**src/rtl/vram_fill_engine.sv**
```systemverilog
// rtl/vram_fill_engine.sv - VRAM write front end: CPU store passthrough plus hardware rectangle fill
//
// CPU stores to the pixel window or the refresh trigger are forwarded to the
// VRAM write port one cycle later while the engine is idle.  Writes to the
// register window set up a rectangle fill.  The fill streams one pixel word
// per cycle in row-major order and can optionally finish with a refresh write.
module vram_fill_engine #(
  parameter int unsigned SCR_W        = 320,
  parameter int unsigned SCR_H        = 240,
  parameter logic [31:0] VRAM_BASE    = 32'h8000,
  parameter logic [31:0] REFRESH_ADDR = 32'h54000,
  parameter logic [31:0] REG_BASE     = 32'h54010
) (
  input  logic        clk,
  input  logic        rst,
  input  logic        cpu_we,
  input  logic [31:0] cpu_addr,
  input  logic [31:0] cpu_wdata,
  output logic        cpu_stall,
  output logic        vram_we,
  output logic [31:0] vram_addr,
  output logic [31:0] vram_data,
  output logic        busy,
  output logic        done_pulse
);

  localparam logic [31:0] VRAM_END   = VRAM_BASE + 32'(SCR_W * SCR_H * 4);
  localparam logic [31:0] REG_END    = REG_BASE + 32'd24;
  localparam logic [31:0] ROW_STRIDE = 32'(SCR_W * 4);
  localparam logic [31:0] SCR_W32    = 32'(SCR_W);
  localparam logic [16:0] SCR_W17    = 17'(SCR_W);
  localparam logic [16:0] SCR_H17    = 17'(SCR_H);

  typedef enum logic [1:0] {
    S_IDLE,
    S_FILL,
    S_REFRESH,
    S_DONE
  } state_t;

  state_t      r_state;
  logic [15:0] r_x;
  logic [15:0] r_y;
  logic [15:0] r_w;
  logic [15:0] r_h;
  logic [31:0] r_color;
  logic        r_refresh_on_done;
  logic [16:0] r_ew;
  logic [16:0] r_eh;
  logic [16:0] r_col;
  logic [16:0] r_row;
  logic [31:0] r_row_base;
  logic        r_vram_we;
  logic [31:0] r_vram_addr;
  logic [31:0] r_vram_data;
  logic        r_busy;
  logic        r_done_pulse;

  logic        w_hit_vram;
  logic        w_hit_refresh;
  logic        w_hit_reg;
  logic [2:0]  w_reg_idx;
  logic        w_accept;
  logic        w_start;
  logic [16:0] w_x17;
  logic [16:0] w_y17;
  logic [16:0] w_w17;
  logic [16:0] w_h17;
  logic [16:0] w_room_x;
  logic [16:0] w_room_y;
  logic [16:0] w_ew;
  logic [16:0] w_eh;
  logic        w_empty;
  logic [31:0] w_first_addr;
  logic        w_last_col;
  logic        w_last_row;

  assign w_hit_vram    = (cpu_addr >= VRAM_BASE) && (cpu_addr < VRAM_END);
  assign w_hit_refresh = (cpu_addr == REFRESH_ADDR);
  assign w_hit_reg     = (cpu_addr >= REG_BASE) && (cpu_addr < REG_END);
  assign w_reg_idx     = 3'((cpu_addr - REG_BASE) >> 2);

  // Anything but IDLE (including the DONE cycle) holds off decoded stores so none is lost
  assign cpu_stall = cpu_we && (r_state != S_IDLE) && (w_hit_vram || w_hit_refresh || w_hit_reg);
  assign w_accept  = cpu_we && (r_state == S_IDLE);
  assign w_start   = w_accept && w_hit_reg && (w_reg_idx == 3'd5) && cpu_wdata[0];

  // Clip math is done in 17 bits so SCR_W - X never wraps for legal X
  assign w_x17    = {1'b0, r_x};
  assign w_y17    = {1'b0, r_y};
  assign w_w17    = {1'b0, r_w};
  assign w_h17    = {1'b0, r_h};
  assign w_room_x = SCR_W17 - w_x17;
  assign w_room_y = SCR_H17 - w_y17;
  assign w_ew     = (w_w17 < w_room_x) ? w_w17 : w_room_x;
  assign w_eh     = (w_h17 < w_room_y) ? w_h17 : w_room_y;
  assign w_empty  = (w_x17 >= SCR_W17) || (w_y17 >= SCR_H17) || (r_w == 16'd0) || (r_h == 16'd0);

  // The only multiply is at START; the fill loop itself just adds strides
  assign w_first_addr = VRAM_BASE + (((32'(r_y) * SCR_W32) + 32'(r_x)) << 2);

  assign w_last_col = (r_col == (r_ew - 17'd1));
  assign w_last_row = (r_row == (r_eh - 17'd1));

  // Engine FSM with registered VRAM port, busy and done outputs
  always_ff @(posedge clk) begin
    if (rst) begin
      r_state           <= S_IDLE;
      r_x               <= '0;
      r_y               <= '0;
      r_w               <= '0;
      r_h               <= '0;
      r_color           <= '0;
      r_refresh_on_done <= 1'b0;
      r_ew              <= '0;
      r_eh              <= '0;
      r_col             <= '0;
      r_row             <= '0;
      r_row_base        <= '0;
      r_vram_we         <= 1'b0;
      r_vram_addr       <= '0;
      r_vram_data       <= '0;
      r_busy            <= 1'b0;
      r_done_pulse      <= 1'b0;
    end else begin
      r_vram_we    <= 1'b0;
      r_done_pulse <= 1'b0;
      case (r_state)
        S_IDLE: begin
          if (w_accept && (w_hit_vram || w_hit_refresh)) begin
            r_vram_we   <= 1'b1;
            r_vram_addr <= cpu_addr;
            r_vram_data <= cpu_wdata;
          end
          if (w_accept && w_hit_reg) begin
            case (w_reg_idx)
              3'd0:    r_x <= cpu_wdata[15:0];
              3'd1:    r_y <= cpu_wdata[15:0];
              3'd2:    r_w <= cpu_wdata[15:0];
              3'd3:    r_h <= cpu_wdata[15:0];
              3'd4:    r_color <= cpu_wdata;
              3'd5:    r_refresh_on_done <= cpu_wdata[1];
              default: ;
            endcase
          end
          if (w_start) begin
            r_ew       <= w_ew;
            r_eh       <= w_eh;
            r_col      <= '0;
            r_row      <= '0;
            r_row_base <= w_first_addr;
            if (!w_empty) begin
              r_state     <= S_FILL;
              r_busy      <= 1'b1;
              r_vram_we   <= 1'b1;
              r_vram_addr <= w_first_addr;
              r_vram_data <= r_color;
            end else if (cpu_wdata[1]) begin
              r_state     <= S_REFRESH;
              r_busy      <= 1'b1;
              r_vram_we   <= 1'b1;
              r_vram_addr <= REFRESH_ADDR;
              r_vram_data <= 32'd1;
            end else begin
              r_state      <= S_DONE;
              r_done_pulse <= 1'b1;
            end
          end
        end
        S_FILL: begin
          if (!w_last_col) begin
            r_col       <= r_col + 17'd1;
            r_vram_we   <= 1'b1;
            r_vram_addr <= r_vram_addr + 32'd4;
          end else if (!w_last_row) begin
            r_col       <= '0;
            r_row       <= r_row + 17'd1;
            r_row_base  <= r_row_base + ROW_STRIDE;
            r_vram_we   <= 1'b1;
            r_vram_addr <= r_row_base + ROW_STRIDE;
          end else if (r_refresh_on_done) begin
            r_state     <= S_REFRESH;
            r_vram_we   <= 1'b1;
            r_vram_addr <= REFRESH_ADDR;
            r_vram_data <= 32'd1;
          end else begin
            r_state      <= S_DONE;
            r_busy       <= 1'b0;
            r_done_pulse <= 1'b1;
          end
        end
        S_REFRESH: begin
          r_state      <= S_DONE;
          r_busy       <= 1'b0;
          r_done_pulse <= 1'b1;
        end
        S_DONE: begin
          r_state <= S_IDLE;
        end
        default: begin
          r_state <= S_IDLE;
          r_busy  <= 1'b0;
        end
      endcase
    end
  end

  assign vram_we    = r_vram_we;
  assign vram_addr  = r_vram_addr;
  assign vram_data  = r_vram_data;
  assign busy       = r_busy;
  assign done_pulse = r_done_pulse;

endmodule
```
**config.mk**
```make
export PLATFORM = sky130hd
export DESIGN_NAME = vram_fill_engine
export DESIGN_NICKNAME = d
export VERILOG_FILES = /design/src/rtl/vram_fill_engine.sv
export SDC_FILE = /design/constraint.sdc
export NUM_CORES = 1
export LEC_CHECK = 0
export ABC_AREA = 1
export BUFFER_PORTS_ARGS = -buffer_cell sky130_fd_sc_hd__buf_2
export CORE_ASPECT_RATIO = 1.4
export CORE_MARGIN = 3
export CORE_UTILIZATION = 57
export DETAILED_ROUTE_END_ITERATION = 6
export PLACE_DENSITY_LB_ADDON = 0.08
export SETUP_SLACK_MARGIN = 0.5
export SYNTH_ARGS = -nofsm -noshare
export SYNTH_HDL_FRONTEND = slang
export SYNTH_SLANG_ARGS = --single-unit
```
**constraint.sdc**
```tcl
create_clock -name clk -period 5.1 [get_ports clk]
set_input_delay 1.02 -clock clk [delete_from_list [all_inputs] [get_ports clk]]
set_output_delay 1.02 -clock clk [all_outputs]
set_load 0.005 [all_outputs]
```
==> metrics.yaml <==
cts_htree_levels: 1
fin_crit_sh_pct: 81.8
syn_nets: 3012
grt_pass1_vias: 17826
worstPathMaxFanout: 8
cap_violations: 0
postRouteAntennaNets: 0
io_buffers: 134
cpPeakStageDelay_ps: 480
layout_min_cycle_time_ps: 4170
max_freq_mhz: 240
cts_setup_buffers: 0
hold_class: "reg -> reg"
rsz0062_at_grt: "no"
ys_warn_count: 0
num_rows: 77
synthArstFlopShare_pct: 0
routedWlPerCell_um: 18.1
relSlewSlack_pct: 22.1
vias: 19468
routed_via_density: 5.82
antenna_found_initial: 0
synth_area_um2: 18400
grt_max_degree: 88
clkSinkCount: 264
power.density_nw_per_um2: 316
synth.distinct_cells: 54
drt_iter0_markers: 1689
ys_seq_area_share_pct: 28.7
criticalPathCategory: "reg -> reg"
drc: 0
critical_path_required_ps: 5510
grt_pass1_wl_um: 94100
syn_area_per_cell_um2: 6.43
cts-hold-fix-buffers: 0
cp-start-kind: "register"
status: "finished clean"
diodes: 0
start_util_pct: 58.0
tns_ps: 0
core_um2: 31700
post_dp_cell_area_um2: 19300
syn2layout_area_growth_pct: 10.2
rrSetupSlack_ps: 930
hold_violations: 0
ios: 135
synth_seq_cells: 264
p_leak_nw: 8.87
clk_latency_ps: 560
final_layout_size_suffix_gt1_share_pct: 9.04
fin_nets: 3082
clock_skew_ps: 12.5
dp_hpwl_um: 46000
cts-resized-gates: 0
synth_edf_count: 0
wirelength_um: 60600
path_clk_slew_ps: 60
grt_overflow: 0
cp_slowest_cell: "dfxtp_1"
num-fill-cells: 3077
gp_congestion: 0.978
die-width_um: 158
slew_viol_final: 0
cp_cell_sequence: "ha_1 -> ha_1 -> or2_2 -> and2_1 -> xor2_1 -> ha_1 -> nand2_1 -> nor2_1 -> nand2_1 -> nand2_1 -> xor2_1 -> ha_1 -> nand3_1 -> nor2_1 -> nand3_1 -> nor2_2 -> nand3_1 -> nand2_1 -> nand2_1 -> nand2_1 -> nand2_1 -> nand2_1 -> a21oi_1"
die_height_um: 219
cp_common_cell: "nand2_1"
grt.total_usage_pct: 34.1
cts_tree: "built"
cp-end-kind: "register"
clock_path_buffers: 3
critical_path_arrival_ps: 4580
p_total_mw: 6.39
ir_worst_vdd_v: 0.000283
design_area_um2: 20300
cts_made_buffers: 28
drtPass1Iterations: 5
synth_top_flop_cell: "dfxtp_1"
cts_root_buf: "clkbuf_16"
die_area_um2: 34500
synthesis.instances: 2861
tightest_slew_ps: 1160
setup_viol: 0
-- routing by layer --
metal / vias up / routed length [µm] / GRT usage [%]
li1: 9646 / - / -
met2: 710 / 29100 / 57.7
met5: - / 0 / 0
met4: 0 / 3660 / 18.4
met1: 8921 / 24400 / 42.1
met3: 191 / 3370 / 3.98
-- worst paths after layout --
check,startpoint,to,cells past startpoint
min reg2reg,r_eh[16],r_eh[16],2
min,r_eh[16],r_eh[16],2
max reg2reg,r_y[4],vram_addr[25],23
max,r_y[4],vram_addr[25],23
-- flip-flops by register name (all words and copies together), names as in the netlist --
signal and count:
r_state 2, r_x 16, r_w 16, r_col 17
r_ew 17, vram_we 1, r_refresh_on_done 1, busy 1
r_h 16, r_row 17, vram_addr 32, r_y 16
vram_data 32, r_row_base 30, done_pulse 1, r_color 32
r_eh 17
-- metrics by stage --
step                      util (%)  worst slack, ps  hold slack, ps  instances
after floorplan                  -             1330             431       2861
after detailed placement      60.8              801             443       3296
after global routing          63.9              539             471       3347
after CTS                     63.9              908             457       3347
after global placement        60.8              925             443       3296
final                         63.9              929             455       3347
-- report_power, final --
group / switching, mW / total [mW] / internal, mW
combinational: 1.26 / 1.77 / 0.514
sequential: 0.209 / 2.41 / 2.20
clock: 0.901 / 2.22 / 1.32
-- final cells by class --
type | instances | area, µm² | area share [%]
multi-input combinational | 2157 | 11400 | 56.4
sequential | 264 | 5290 | 26.1
clock inverter | 16 | 204 | 1.01
timing repair buffer | 154 | 827 | 4.08
clock buffer | 35 | 798 | 3.94
inverter | 326 | 1230 | 6.06
tap | 395 | 494 | 2.44
-- placed cells by master (no fill, tap or decap), types with 31 or more instances in the layout --
master    netlist  layout
a31oi_1        38      38
nand3_1       179     179
nand2_1       667     666
nor3_1         74      71
nor2_1        328     325
nand4_1        98      98
ha_1           82      81
o21ai_0       177     176
a21oi_1       173     173
dfxtp_1       264     264
inv_1         312     311
xnor2_1        31      31
xor2_1        113     113
a211oi_1       69      69
buf_2          19     133
-- critical path, delay by kind of cell (launching register included) --
family                     cells  cell delay, ps
DFF                            1             480
xor gates and xnor gates       2             390
adders and majority gates      4            1230
and+or+nand+nor               16            1850
AOI/OAI and AO/OA              1              50
-- cell usage after synthesis, types with 4 or more instances --
| cell | number | share of area, % |
|---|---|---|
| nand2_1 | 667 | 14 |
| nor2_1 | 328 | 6.7 |
| inv_1 | 312 | 6.4 |
| dfxtp_1 | 264 | 29 |
| nand3_1 | 179 | 4.9 |
| o21ai_0 | 177 | 4.8 |
| a21oi_1 | 173 | 4.7 |
| xor2_1 | 113 | 5.4 |
| nand4_1 | 98 | 3.3 |
| ha_1 | 82 | 5.6 |
| clkbuf_1 | 80 | 1.6 |
| nor3_1 | 74 | 2.0 |
| a211oi_1 | 69 | 2.8 |
| a31oi_1 | 38 | 1.3 |
| xnor2_1 | 31 | 1.5 |
| nor4_1 | 20 | 0.68 |
| buf_2 | 19 | 0.52 |
| o211ai_1 | 11 | 0.45 |
| o21bai_1 | 11 | 0.45 |
| inv_2 | 10 | 0.20 |
| nand2_2 | 9 | 0.31 |
| nor2_2 | 9 | 0.31 |
| buf_1 | 8 | 0.16 |
| o21ai_1 | 6 | 0.16 |
| or2_2 | 6 | 0.20 |
| o21a_1 | 5 | 0.20 |
| o31ai_1 | 5 | 0.20 |
| buf_4 | 4 | 0.16 |
| clkinv_1 | 4 | 0.082 |
| nand3_2 | 4 | 0.22 |
| nand3b_1 | 4 | 0.16 |
| nor2_4 | 4 | 0.24 |
| nor3b_1 | 4 | 0.16 |
-- kinds of logic after synthesis --
family          Yosys count  synth area share (%)
buf+inv                 440                  9.28
flops                   264                  28.7
simple gates           1422                  33.6
fa+ha+maj                84                  5.80
xor+xnor                144                  6.86
compound gates          507                  15.7
No activity file was read; power rests on OpenSTA's default activity.
